<file path="src/rtl/seq_signed_alu.sv">
// Multi-cycle signed ALU: add / sub / radix-2 Booth multiply / pass-through with overflow flag.
// Define ALU_SATURATE_EN to clamp overflowing results instead of wrapping them.
module seq_signed_alu #(
  parameter int WIDTH = 4
) (
  input  logic             clk,
  input  logic             rst_n,
  input  logic             start,
  input  logic [1:0]       op,
  input  logic [WIDTH-1:0] a,
  input  logic [WIDTH-1:0] b,
  output logic [WIDTH-1:0] result,
  output logic             ovf,
  output logic             busy,
  output logic             done
);

  localparam int AW = 2*WIDTH + 2;
  localparam int CW = $clog2(WIDTH + 1);
  localparam logic [CW-1:0] ITERS = CW'(WIDTH);

  typedef enum logic [1:0] {IDLE = 2'd0, EXEC = 2'd1, MUL = 2'd2} state_t;

  state_t           state_reg, state_next;
  logic [WIDTH-1:0] a_reg, b_reg;
  logic [1:0]       op_reg;
  logic [AW-1:0]    acc_reg, acc_next, step;
  logic [CW-1:0]    count_reg;
  logic [WIDTH-1:0] result_reg, result_next, raw_result;
  logic             ovf_reg, raw_ovf, done_reg, wb_en;
  logic [WIDTH:0]   ext_a, ext_b, sum, mcand, upper, upper_next;
  logic [2*WIDTH-1:0] prod;
  logic [WIDTH:0]   prod_top;

  always_ff @(posedge clk or negedge rst_n) begin
    if (!rst_n) state_reg <= IDLE;
    else        state_reg <= state_next;
  end

  always_comb begin
    state_next = state_reg;
    unique case (state_reg)
      IDLE:    if (start) state_next = (op == 2'b10) ? MUL : EXEC;
      EXEC:    state_next = IDLE;
      MUL:     if (count_reg == ITERS) state_next = IDLE;
      default: state_next = IDLE;
    endcase
  end

  always_comb begin
    busy  = (state_reg != IDLE);
    wb_en = (state_reg == EXEC) || ((state_reg == MUL) && (count_reg == ITERS));
  end

  // One Booth step: add/subtract into the WIDTH+1-bit upper part, then arithmetic shift.
  always_comb begin
    mcand = {a_reg[WIDTH-1], a_reg};
    upper = acc_reg[AW-1:WIDTH+1];
    unique case (acc_reg[1:0])
      2'b01:   upper_next = upper + mcand;
      2'b10:   upper_next = upper - mcand;
      default: upper_next = upper;
    endcase
    step     = {upper_next, acc_reg[WIDTH:0]};
    acc_next = {step[AW-1], step[AW-1:1]};
  end

  // The WIDTH+1-bit sum is exact, so overflow is its top two bits disagreeing.
  always_comb begin
    ext_a = {a_reg[WIDTH-1], a_reg};
    ext_b = {b_reg[WIDTH-1], b_reg};
    unique case (op_reg)
      2'b00:   sum = ext_a + ext_b;
      2'b01:   sum = ext_a - ext_b;
      default: sum = ext_a;
    endcase
    prod     = acc_reg[2*WIDTH:1];
    prod_top = prod[2*WIDTH-1:WIDTH-1];
    if (state_reg == MUL) begin
      raw_result = prod[WIDTH-1:0];
      raw_ovf    = !((&prod_top) || !(|prod_top));
    end else begin
      raw_result = sum[WIDTH-1:0];
      raw_ovf    = sum[WIDTH] ^ sum[WIDTH-1];
    end
  end

`ifdef ALU_SATURATE_EN
  logic true_neg;
  always_comb begin
    true_neg    = (state_reg == MUL) ? prod[2*WIDTH-1] : sum[WIDTH];
    result_next = raw_result;
    if (raw_ovf)
      result_next = true_neg ? {1'b1, {(WIDTH-1){1'b0}}} : {1'b0, {(WIDTH-1){1'b1}}};
  end
`else
  always_comb begin
    result_next = raw_result;
  end
`endif

  always_ff @(posedge clk or negedge rst_n) begin
    if (!rst_n) begin
      a_reg      <= '0;
      b_reg      <= '0;
      op_reg     <= '0;
      acc_reg    <= '0;
      count_reg  <= '0;
      result_reg <= '0;
      ovf_reg    <= 1'b0;
      done_reg   <= 1'b0;
    end else begin
      done_reg <= wb_en;
      if (wb_en) begin
        result_reg <= result_next;
        ovf_reg    <= raw_ovf;
      end
      if ((state_reg == IDLE) && start) begin
        a_reg     <= a;
        b_reg     <= b;
        op_reg    <= op;
        acc_reg   <= {{(WIDTH+1){1'b0}}, b, 1'b0};
        count_reg <= '0;
      end else if ((state_reg == MUL) && (count_reg != ITERS)) begin
        acc_reg   <= acc_next;
        count_reg <= count_reg + 1'b1;
      end
    end
  end

  assign result = result_reg;
  assign ovf    = ovf_reg;
  assign done   = done_reg;

endmodule

</file>
<file path="config.mk">
export PLATFORM = sky130hd
export DESIGN_NAME = seq_signed_alu
export DESIGN_NICKNAME = d
export VERILOG_FILES = /design/src/rtl/seq_signed_alu.sv
export SDC_FILE = /design/constraint.sdc
export NUM_CORES = 1
export LEC_CHECK = 0
export BUFFER_PORTS_ARGS = -buffer_cell sky130_fd_sc_hd__buf_2
export CORE_MARGIN = 3
export CORE_UTILIZATION = 55
export CTS_BUF_LIST = sky130_fd_sc_hd__clkbuf_4 sky130_fd_sc_hd__clkbuf_8
export DETAILED_ROUTE_END_ITERATION = 12
export PLACE_DENSITY = 0.76
export SETUP_SLACK_MARGIN = 0.4
export SKIP_LAST_GASP = 1
export SLEW_MARGIN = 25
export SYNTH_ARGS = -nofsm -noshare
export SYNTH_HDL_FRONTEND = slang
export SYNTH_SLANG_ARGS = --single-unit
</file>
<file path="constraint.sdc">
create_clock -name clk -period 2.85 [get_ports clk]
set_input_delay 0.4275 -clock clk [delete_from_list [all_inputs] [get_ports clk]]
set_output_delay 0.4275 -clock clk [all_outputs]
set_load 0.005 [all_outputs]
</file>
==> flow_metrics.py, run 1 <==
metrics = {
    "timing": {
        "final_hold_viol_count": 0,
        "setup_viol_count_final": 0,
        "max_slew.worst_pin.slew_ps": 663,
        "clock.fmax_ghz": 0.409,
        "drv_slew": 0,
        "maxSlewHeadroom_pct": 55.8,
        "rsz0062_at_grt": "true",
        "setup_slack_ps": 403,
        "timing.setup.tns_ps": 0,
        "period_needed_ps": 2450,
        "fin_crit_sh_pct": 85.9,
        "fin_skew_ps": 6.94,
    },
    "floorplanning": {
        "start_util_pct": 58.7,
        "ios": 20,
        "core_um2": 3100,
        "die_w_um": 63.6,
        "die_area_um2": 4040,
        "dieHeight_um": 63.6,
        "placementRows": 20,
    },
    "clock_tree": {
        "clk_pin_slew_ps": 100,
        "cts_inserted_buffers": 5,
        "cts_tree": "yes",
        "cts.path.max_buffers": 2,
        "clock-sinks": 30,
        "root_buffer": "clkbuf_4",
        "htree_levels": 2,
        "clock_latency_ps": 330,
    },
    "cells_and_area": {
        "nNetsFinal": 263,
        "diodes": 0,
        "multiInputGateArea_um2": 1060,
        "drive_gt1_share_pct": 25.4,
        "fill_cells": 254,
        "largest_reg_flops": 9,
        "seq_area_um2": 751,
        "design_area_um2": 2150,
        "area_growth_pct": 18.1,
    },
    "global_route": {
        "grt_overflow": 0,
        "grt_max_degree": 31,
        "antenna_found_initial": 0,
        "grt_pass1_vias": 1460,
        "grt_use_total_pct": 22.3,
        "grt_pass1_wl_um": 6820,
    },
    "placed_design": {
        "placed_cell_area_um2": 1960,
        "io_buffers": 19,
        "place_ws_ps": 221,
        "place_congestion": 0.877,
        "dpl.hpwl_um": 2890,
    },
    "logic_synthesis": {
        "synth_cell_type_count": 35,
        "synth_seq_cells": 30,
        "ys_warn_count": 0,
        "synthArstFlopShare_pct": 100,
        "synth_most_common_cell": "nand2_1",
        "synth.area.top_cells": "dfrtp_1 (41%), ha_1 (8.9%), nand2_1 (8.9%)",
        "syn_avg_cell_area_um2": 8.85,
        "synth_top_area_share_pct": 41.2,
        "ys.flop_type": "dfrtp_1",
        "syn_nets": 234,
        "synth_top_cell_by_area": "dfrtp_1",
        "synth_edf_count": 0,
        "synth_common_cells": "nand2_1 (43), dfrtp_1 (30), o21ai_0 (18)",
        "syn_area_um2": 1820,
        "syn_inst": 206,
        "ys_seq_area_share_pct": 41.2,
    },
    "worst_setup_path": {
        "worstPathCellList": "inv_2 -> ha_4 -> mux2_4 -> fa_2 -> nor2b_4 -> o21ai_2 -> nand3_1 -> or4b_4 -> xor2_1 -> nor2_1",
        "criticalPathCategory": "flop to flop",
        "r2r_cells": 10,
        "slowest_stage": "or4b_4",
        "crit_arrival_ps": 2720,
        "start_kind": "flop",
        "endpoint_kind": "flop",
        "critPathMaxStageDelay_ps": 450,
        "critPathMaxFanout": 4,
        "cp.required_ps": 3120,
    },
    "route": {
        "remaining_drc_errors": 0,
        "post_drt_via_cell_ratio": 5.51,
        "firstDrtPassIters": 7,
        "detail-route-antenna-nets": 0,
        "first_iter_violations": 173,
        "wl_per_cell_um": 15.0,
        "wl_um": 4190,
        "vias": 1542,
    },
    "hold_path": {
        "hold_path_class": "primary input to asynchronous set/reset pin",
    },
    "run_status": {
        "outcome": "finished, final reports clean",
    },
    "run": {
        "cap_viol_max_count": 0,
    },
}
## final timing paths
check / from / slack, ps / end
worst min-delay path: rst_n / 110 / result[2]$_DFFE_PN0P_
worst max-delay path: a_reg[0]$_DFFE_PN0P_ / 400 / acc_reg[8]$_DFFE_PN0P_
worst min register to register: result[1]$_DFFE_PN0P_ / 480 / result[1]$_DFFE_PN0P_
max in group asynchronous: rst_n / 2310 / acc_reg[6]$_DFFE_PN0P_
min in group clk: op[1] / 280 / state_reg[0]$_DFFE_PN0P_
worst max register to register: a_reg[0]$_DFFE_PN0P_ / 400 / acc_reg[8]$_DFFE_PN0P_
## logic make-up (layout without fill, tap and decap cells)
logic type                 count (synthesis)  count (layout)  synth area share, %
AOI/OAI and AO/OA                         45              45                 14.6
xor gates and xnor gates                  11              11                 6.04
adders and majority gates                 15              15                 11.1
buffers and inverters                     22              52                 4.94
DFF                                       30              30                 41.2
muxes                                      4               4                 2.40
and+or+nand+nor                           79              79                 19.8
## cell type report
class                      instances  share of cell area [%]
multi-input combinational        154                    49.4
sequential                        30                    34.9
timing repair buffer              27                    7.21
inverter                          17                    2.97
clock buffer                       7                    2.73
tap                               44                    2.56
clock inverter                     1                   0.233
## worst max-delay path, delay by kind of cell (launching register included)
family,cells,cell delay [ps]
buffers and inverters,1,100
xor gates and xnor gates,1,150
AOI/OAI and AO/OA,1,70
and+or+nand+nor,4,740
adders and majority gates,2,620
DFF,1,410
muxes,1,290
## repair_timing
item                                    CTS  global route
hold buffers                              0             0
endpoints found under the setup margin    1             2
setup buffers                             3             3
gates resized for setup                   8            15
pin swaps                                 0            12
cloned                                    0             0
## placed cells by master, fill, tap and decap left out, types with 2 or more instances in the layout
cell type,count
a22oi_1,2
nor3_1,3
a21oi_1,10
mux2_4,2
dfrtp_1,30
inv_2,6
xor2_1,4
a22o_1,3
inv_1,11
ha_4,3
nand2b_1,2
a21oi_2,2
fa_2,2
a21o_1,2
nand3_1,2
o211ai_1,3
ha_1,10
buf_2,19
nor2_1,14
buf_4,8
nand2_1,43
xnor2_1,5
nor2b_1,2
o21ai_0,17
clkbuf_4,6
nand3b_1,2
and2_1,2
a31oi_1,3
## stage by stage
stage	util, %	std cells	hold slack [ps]
after detailed placement	63.2	266	466
after global routing	69.4	280	154
after floorplan	-	206	132
after CTS	66.8	277	128
final	69.4	280	112
after global placement	63.2	266	457
## layer usage
layer	vias up	part of all wire, %	GRT usage [%]
met3	15	6.7	5.35
met5	-	0	0
li1	743	-	-
met4	0	3.0	10.2
met1	713	43	28.6
met2	71	48	35.3
Power of run 1 is not shown: default switching activity piles up to over one toggle a cycle in this logic, so the estimate is an artifact.
==> run 2, diff against run 1 <==
Settings changed: CAP_MARGIN set to 40, REMOVE_ABC_BUFFERS set to 1.
==> run 2 against run 1 <==
  * Via count is 9.9% higher
  * Worst setup slack worse by 120 ps
  * Global-route usage is 1.5 points higher
  * Core utilization is 3.2 points higher
  * Count of clock-buffer cells in the layout is 1 lower
  * Sequential cell count stayed put
  * Hold slack better by 7.5 ps
  * Final cell count is 3.9% higher
  * Fmax is 4.6% lower
  * Critical path type unchanged
==> flow_metrics.py, run 2 (same netlist as run 1, synthesis figures left out) <==
metrics = {
    "route": {
        "firstDrtPassIters": 4,
        "wl_per_cell_um": 17.0,
        "remaining_drc_errors": 0,
        "post_drt_via_cell_ratio": 5.82,
        "first_iter_violations": 254,
        "vias": 1695,
        "detail-route-antenna-nets": 0,
        "wl_um": 4950,
    },
    "clock_tree": {
        "hold_buffers": 0,
        "cts_inserted_buffers": 5,
        "clock_latency_ps": 330,
        "cts.path.max_buffers": 2,
        "htree_levels": 2,
        "cts_tree": "yes",
        "clk_pin_slew_ps": 100,
        "clock-sinks": 30,
        "root_buffer": "clkbuf_4",
    },
    "global_route": {
        "grt_pass1_wl_um": 7480,
        "grt_use_total_pct": 23.8,
        "grtUsageMet3_pct": 4.63,
        "met2_usage_pct": 40.8,
        "grt_max_degree": 31,
        "grt_pass1_vias": 1667,
        "antenna_found_initial": 0,
        "use_met1_pct": 28.6,
        "top_usage_layer": "met2",
        "grt_overflow": 0,
    },
    "floorplanning": {
        "die_w_um": 63.6,
        "placementRows": 20,
        "core_um2": 3100,
        "start_util_pct": 58.7,
        "ios": 20,
        "die_area_um2": 4040,
        "dieHeight_um": 63.6,
    },
    "timing": {
        "drv_slew": 0,
        "final_hold_viol_count": 0,
        "timing.setup.tns_ps": 0,
        "setup_viol_count_final": 0,
        "rsz0062_at_grt": "true",
        "period_needed_ps": 2570,
        "maxSlewHeadroom_pct": 54.2,
        "fin_skew_ps": 10.8,
        "clock.fmax_ghz": 0.390,
        "max_slew.worst_pin.slew_ps": 686,
        "fin_crit_sh_pct": 90.0,
    },
    "placed_design": {
        "io_buffers": 19,
        "dpl.hpwl_um": 3010,
        "place_congestion": 0.882,
    },
    "worst_setup_path": {
        "worstPathCellList": "inv_2 -> ha_4 -> mux2_4 -> fa_2 -> nor2b_4 -> o21ai_2 -> nand3_1 -> or4b_4 -> xor2_1 -> nor2_1",
        "cp_num_buf_inv": 1,
        "critPathMaxFanout": 3,
        "rr_startpoint": "a_reg[1]$_DFFE_PN0P_",
        "start_kind": "flop",
        "slowest_stage": "or4b_4",
        "cp.required_ps": 3120,
        "crit_family": "simple AND/OR/NAND/NOR gates",
        "critPathMaxStageDelay_ps": 460,
        "crit_arrival_ps": 2840,
        "rrSetupSlack_ps": 280,
        "r2r_cells": 10,
        "criticalPathCategory": "flop to flop",
        "rr_endpoint": "acc_reg[8]$_DFFE_PN0P_",
        "path_depth": 10,
        "cp-startpoint": "a_reg[1]$_DFFE_PN0P_",
        "crit_path_end": "acc_reg[8]$_DFFE_PN0P_",
        "endpoint_kind": "flop",
    },
    "run_status": {
        "outcome": "finished, final reports clean",
    },
    "cells_and_area": {
        "drive_gt1_share_pct": 27.5,
        "diodes": 0,
        "nNetsFinal": 275,
        "area_growth_pct": 23.5,
        "largest_reg_flops": 9,
        "layout_commonest_cell": "nand2_1",
        "layout.cells.most_common_list": "nand2_1 (43), dfrtp_1 (30), buf_4 (20)",
    },
    "hold_path": {
        "hold_path_class": "primary input to asynchronous set/reset pin",
    },
    "run": {
        "cap_viol_max_count": 0,
    },
}
-- run 2: cell count changes in the layout (fill, tap and decap cells not counted), sizes merged --
| cell | change |
|---|---|
| clkinv | -1 |
| buf | +12 |
| clkbuf | -1 |
| bufinv | +1 |
-- run 2: how the worst min path moves through the flow --
stage                     startpoint                      to  slack, ps  cells past startpoint
2_1_floorplan                  rst_n    a_reg[0]$_DFFE_PN0P_        130                      0
3_3_place_gp   result[1]$_DFFE_PN0P_   result[1]$_DFFE_PN0P_        460                      2
3_5_place_dp   result[2]$_DFFE_PN0P_   result[2]$_DFFE_PN0P_        470                      2
4_1_cts                        rst_n  acc_reg[7]$_DFFE_PN0P_        150                      1
5_1_grt                        rst_n  acc_reg[1]$_DFFE_PN0P_        160                      1
6_report                       rst_n   result[0]$_DFFE_PN0P_        120                      1
-- run 2: timing repair --
item,in CTS,in global routing
pin swaps,0,8
endpoints found under the setup margin,2,3
gates resized for setup,6,13
buffers inserted,9,9
gates cloned,0,0
-- run 2: area by class of cell --
cell class / count / area, um^2
clock inverters: 1 / 30.0
fillers: 233 / 851
repair buffers: 39 / 245
flip-flops and latches: 30 / 751
clock buffers: 6 / 51.3
inverters: 17 / 63.8
multi-input cells: 154 / 1060
well taps: 44 / 55.1
-- run 2: routing by layer --
metal | part of all wire, % | wire [um] | vias up
met5 | 0 | 0 | -
met2 | 48 | 2360 | 91
met3 | 8.9 | 439 | 24
met4 | 4.6 | 230 | 0
li1 | - | - | 770
met1 | 39 | 1920 | 810
-- run 2: metrics by stage --
stage	cell area (um^2)	util [%]	setup slack (ps)	cells	hold WS [ps]
after floorplan	1800	-	373	201	132
after global placement	1960	63.2	330	266	460
after global routing	2250	72.6	180	291	160
final	2250	72.6	284	291	120
after CTS	2120	68.4	379	282	149
after detailed placement	1960	63.2	246	266	469
Power of run 2 is left out for the same reason.
==> run 3, diff against run 2 <==
Settings changed: CORE_UTILIZATION 55 to 40, CTS_BUF_LIST sky130_fd_sc_hd__clkbuf_4 sky130_fd_sc_hd__clkbuf_8 to not set, PLACE_DENSITY 0.76 to not set.
==> run 3 against run 2 <==
  * Clock skew fell by 4.0 ps
  * First-iteration DRC count fell by 84%
  * Sequential share of layout area about the same
  * Fmax increased by 4.9%
  * Cell area grew 0.28%
  * Core utilization is 19 points lower
  * Critical path depth increased by 4
  * Worst setup slack better by 120 ps
  * Sequential cell count is the same
  * Die area grew 34%
  * Register-to-register slack better by 120 ps
==> flow_metrics.py, run 3 (same netlist as run 1, synthesis figures left out) <==
metrics = {
    "worst_setup_path": {
        "cp_num_buf_inv": 6,
        "cp.required_ps": 3060,
        "critPathMaxStageDelay_ps": 440,
        "critPathMaxFanout": 5,
        "slowest_stage": "dfrtp_2",
        "worstPathCellList": "ha_4 -> nor2_4 -> xnor2_1 -> ha_1 -> nor2b_2 -> buf_4 -> buf_4 -> buf_4 -> buf_4 -> buf_4 -> buf_4 -> nor3_2 -> a21oi_1 -> o21ai_1",
        "crit_arrival_ps": 2650,
        "crit_family": "buffers and inverters",
        "rrSetupSlack_ps": 400,
        "cpMostUsedCell": "buf_4",
        "start_kind": "flop",
        "criticalPathCategory": "flop to flop",
        "endpoint_kind": "flop",
    },
    "placed_design": {
        "placed_cell_area_um2": 1980,
        "place_inst": 273,
        "io_buffers": 19,
        "place_congestion": 0.809,
        "dpl.hpwl_um": 2860,
    },
    "cells_and_area": {
        "utilization_pct": 53.8,
        "area_growth_pct": 23.9,
        "nNetsFinal": 271,
        "post_layout_nonfiller_instances": 294,
        "drive_gt1_share_pct": 26.6,
        "largest_reg_flops": 9,
        "design_area_um2": 2260,
        "diodes": 0,
        "fill_cells": 381,
        "layout.cells.most_common_list": "nand2_1 (43), dfrtp_1 (29), buf_2 (19)",
        "layout_commonest_cell": "nand2_1",
    },
    "timing": {
        "clock.fmax_ghz": 0.409,
        "timing.setup.tns_ps": 0,
        "rsz0062_at_grt": "true",
        "fin_skew_ps": 6.85,
        "period_needed_ps": 2450,
        "drv_slew": 0,
        "fin_crit_sh_pct": 85.8,
        "max_slew.worst_pin.slew_ps": 679,
        "maxSlewHeadroom_pct": 54.8,
        "final_hold_viol_count": 0,
        "setup_viol_count_final": 0,
    },
    "route": {
        "wl_per_cell_um": 14.3,
        "firstDrtPassIters": 4,
        "post_drt_via_cell_ratio": 5.05,
        "wl_um": 4200,
        "remaining_drc_errors": 0,
        "first_iter_violations": 40,
        "detail-route-antenna-nets": 0,
        "vias": 1485,
    },
    "global_route": {
        "grt_max_degree": 31,
        "grt_pass1_wl_um": 6630,
        "antenna_found_initial": 0,
        "grt_pass1_vias": 1366,
        "grt_overflow": 0,
        "grt_use_total_pct": 16.4,
    },
    "floorplanning": {
        "dieHeight_um": 73.5,
        "placementRows": 23,
        "die_w_um": 73.5,
        "core_um2": 4200,
        "die_area_um2": 5400,
        "start_util_pct": 43.4,
        "ios": 20,
    },
    "clock_tree": {
        "cts_tree": "yes",
        "clk_pin_slew_ps": 70,
        "cts_inserted_buffers": 5,
        "hold_buffers": 0,
        "clock_latency_ps": 290,
        "htree_levels": 2,
        "root_buffer": "clkbuf_8",
        "cts.path.max_buffers": 2,
        "clock-sinks": 30,
    },
    "pwr": {
        "p_total_mw": 3.54,
        "ir_worst_vdd_uv": 502,
        "leakage_nw": 1.13,
        "cellPowerDensity_nw_per_um2": 1570,
    },
    "run_status": {
        "outcome": "finished, final reports clean",
    },
    "run": {
        "cap_viol_max_count": 0,
    },
    "hold_path": {
        "hold_path_class": "primary input to asynchronous set/reset pin",
    },
}
-- run 3: path summary, 6_finish.rpt --
check / start / to / depth (start not counted)
worst max-delay path: acc_reg[1]$_DFFE_PN0P_ / acc_reg[6]$_DFFE_PN0P_ / 14
worst min-delay path: rst_n / done$_DFF_PN0_ / 1
worst max register to register: acc_reg[1]$_DFFE_PN0P_ / acc_reg[6]$_DFFE_PN0P_ / 14
worst min register to register: result[1]$_DFFE_PN0P_ / result[1]$_DFFE_PN0P_ / 2
max in group asynchronous: rst_n / acc_reg[1]$_DFFE_PN0P_ / 1
min in group clk: op[1] / state_reg[0]$_DFFE_PN0P_ / 2
-- run 3: where the power goes --
part           switching, mW  total [mW]  leakage [nW]  internal, mW
Clock                  0.169       0.426        0.0579         0.257
Sequential             0.180       0.792         0.378         0.612
Combinational           1.10        2.32         0.693          1.22
-- run 3: cell type report --
type                    count  area [um^2]  area share, %
clock inverters             3         40.0           1.77
well taps                  50         62.6           2.77
inverters                  17         63.8           2.83
clock buffers               5         68.8           3.05
multi-input cells         154         1060           46.8
flip-flops and latches     30          752           33.3
repair buffers             35          215           9.53
-- run 3: routing by layer --
| layer | GRT usage [%] | share of wire (%) |
|---|---|---|
| met4 | 6.04 | 0.90 |
| met3 | 4.38 | 3.8 |
| met1 | 22.9 | 48 |
| met2 | 24.3 | 47 |
| met5 | 0 | 0 |
-- run 3: worst reg2reg max path, stage by stage (launching register included) --
cell and delay (ps):
dfrtp_2 440, ha_4 200, nor2_4 110, xnor2_1 80, ha_1 330, nor2b_2 180
buf_4 120, buf_4 120, buf_4 120, buf_4 120, buf_4 120, buf_4 130
nor3_2 150, a21oi_1 50, o21ai_1 120
-- run 3: metrics by stage --
| stage | hold WS [ps] | setup WS [ps] |
|---|---|---|
| after floorplan | 132 | 373 |
| final | 176 | 404 |
| after global placement | 460 | 311 |
| after global routing | 223 | 277 |
| after CTS | 204 | 365 |
| after detailed placement | 466 | 215 |
-- run 3: repair_timing --
item	in CTS	in global routing
endpoints found under the setup margin	2	3
pin swaps	0	11
resized for setup	8	14
buffers inserted	8	5
Note: power is estimated with default switching activity, not from simulation.
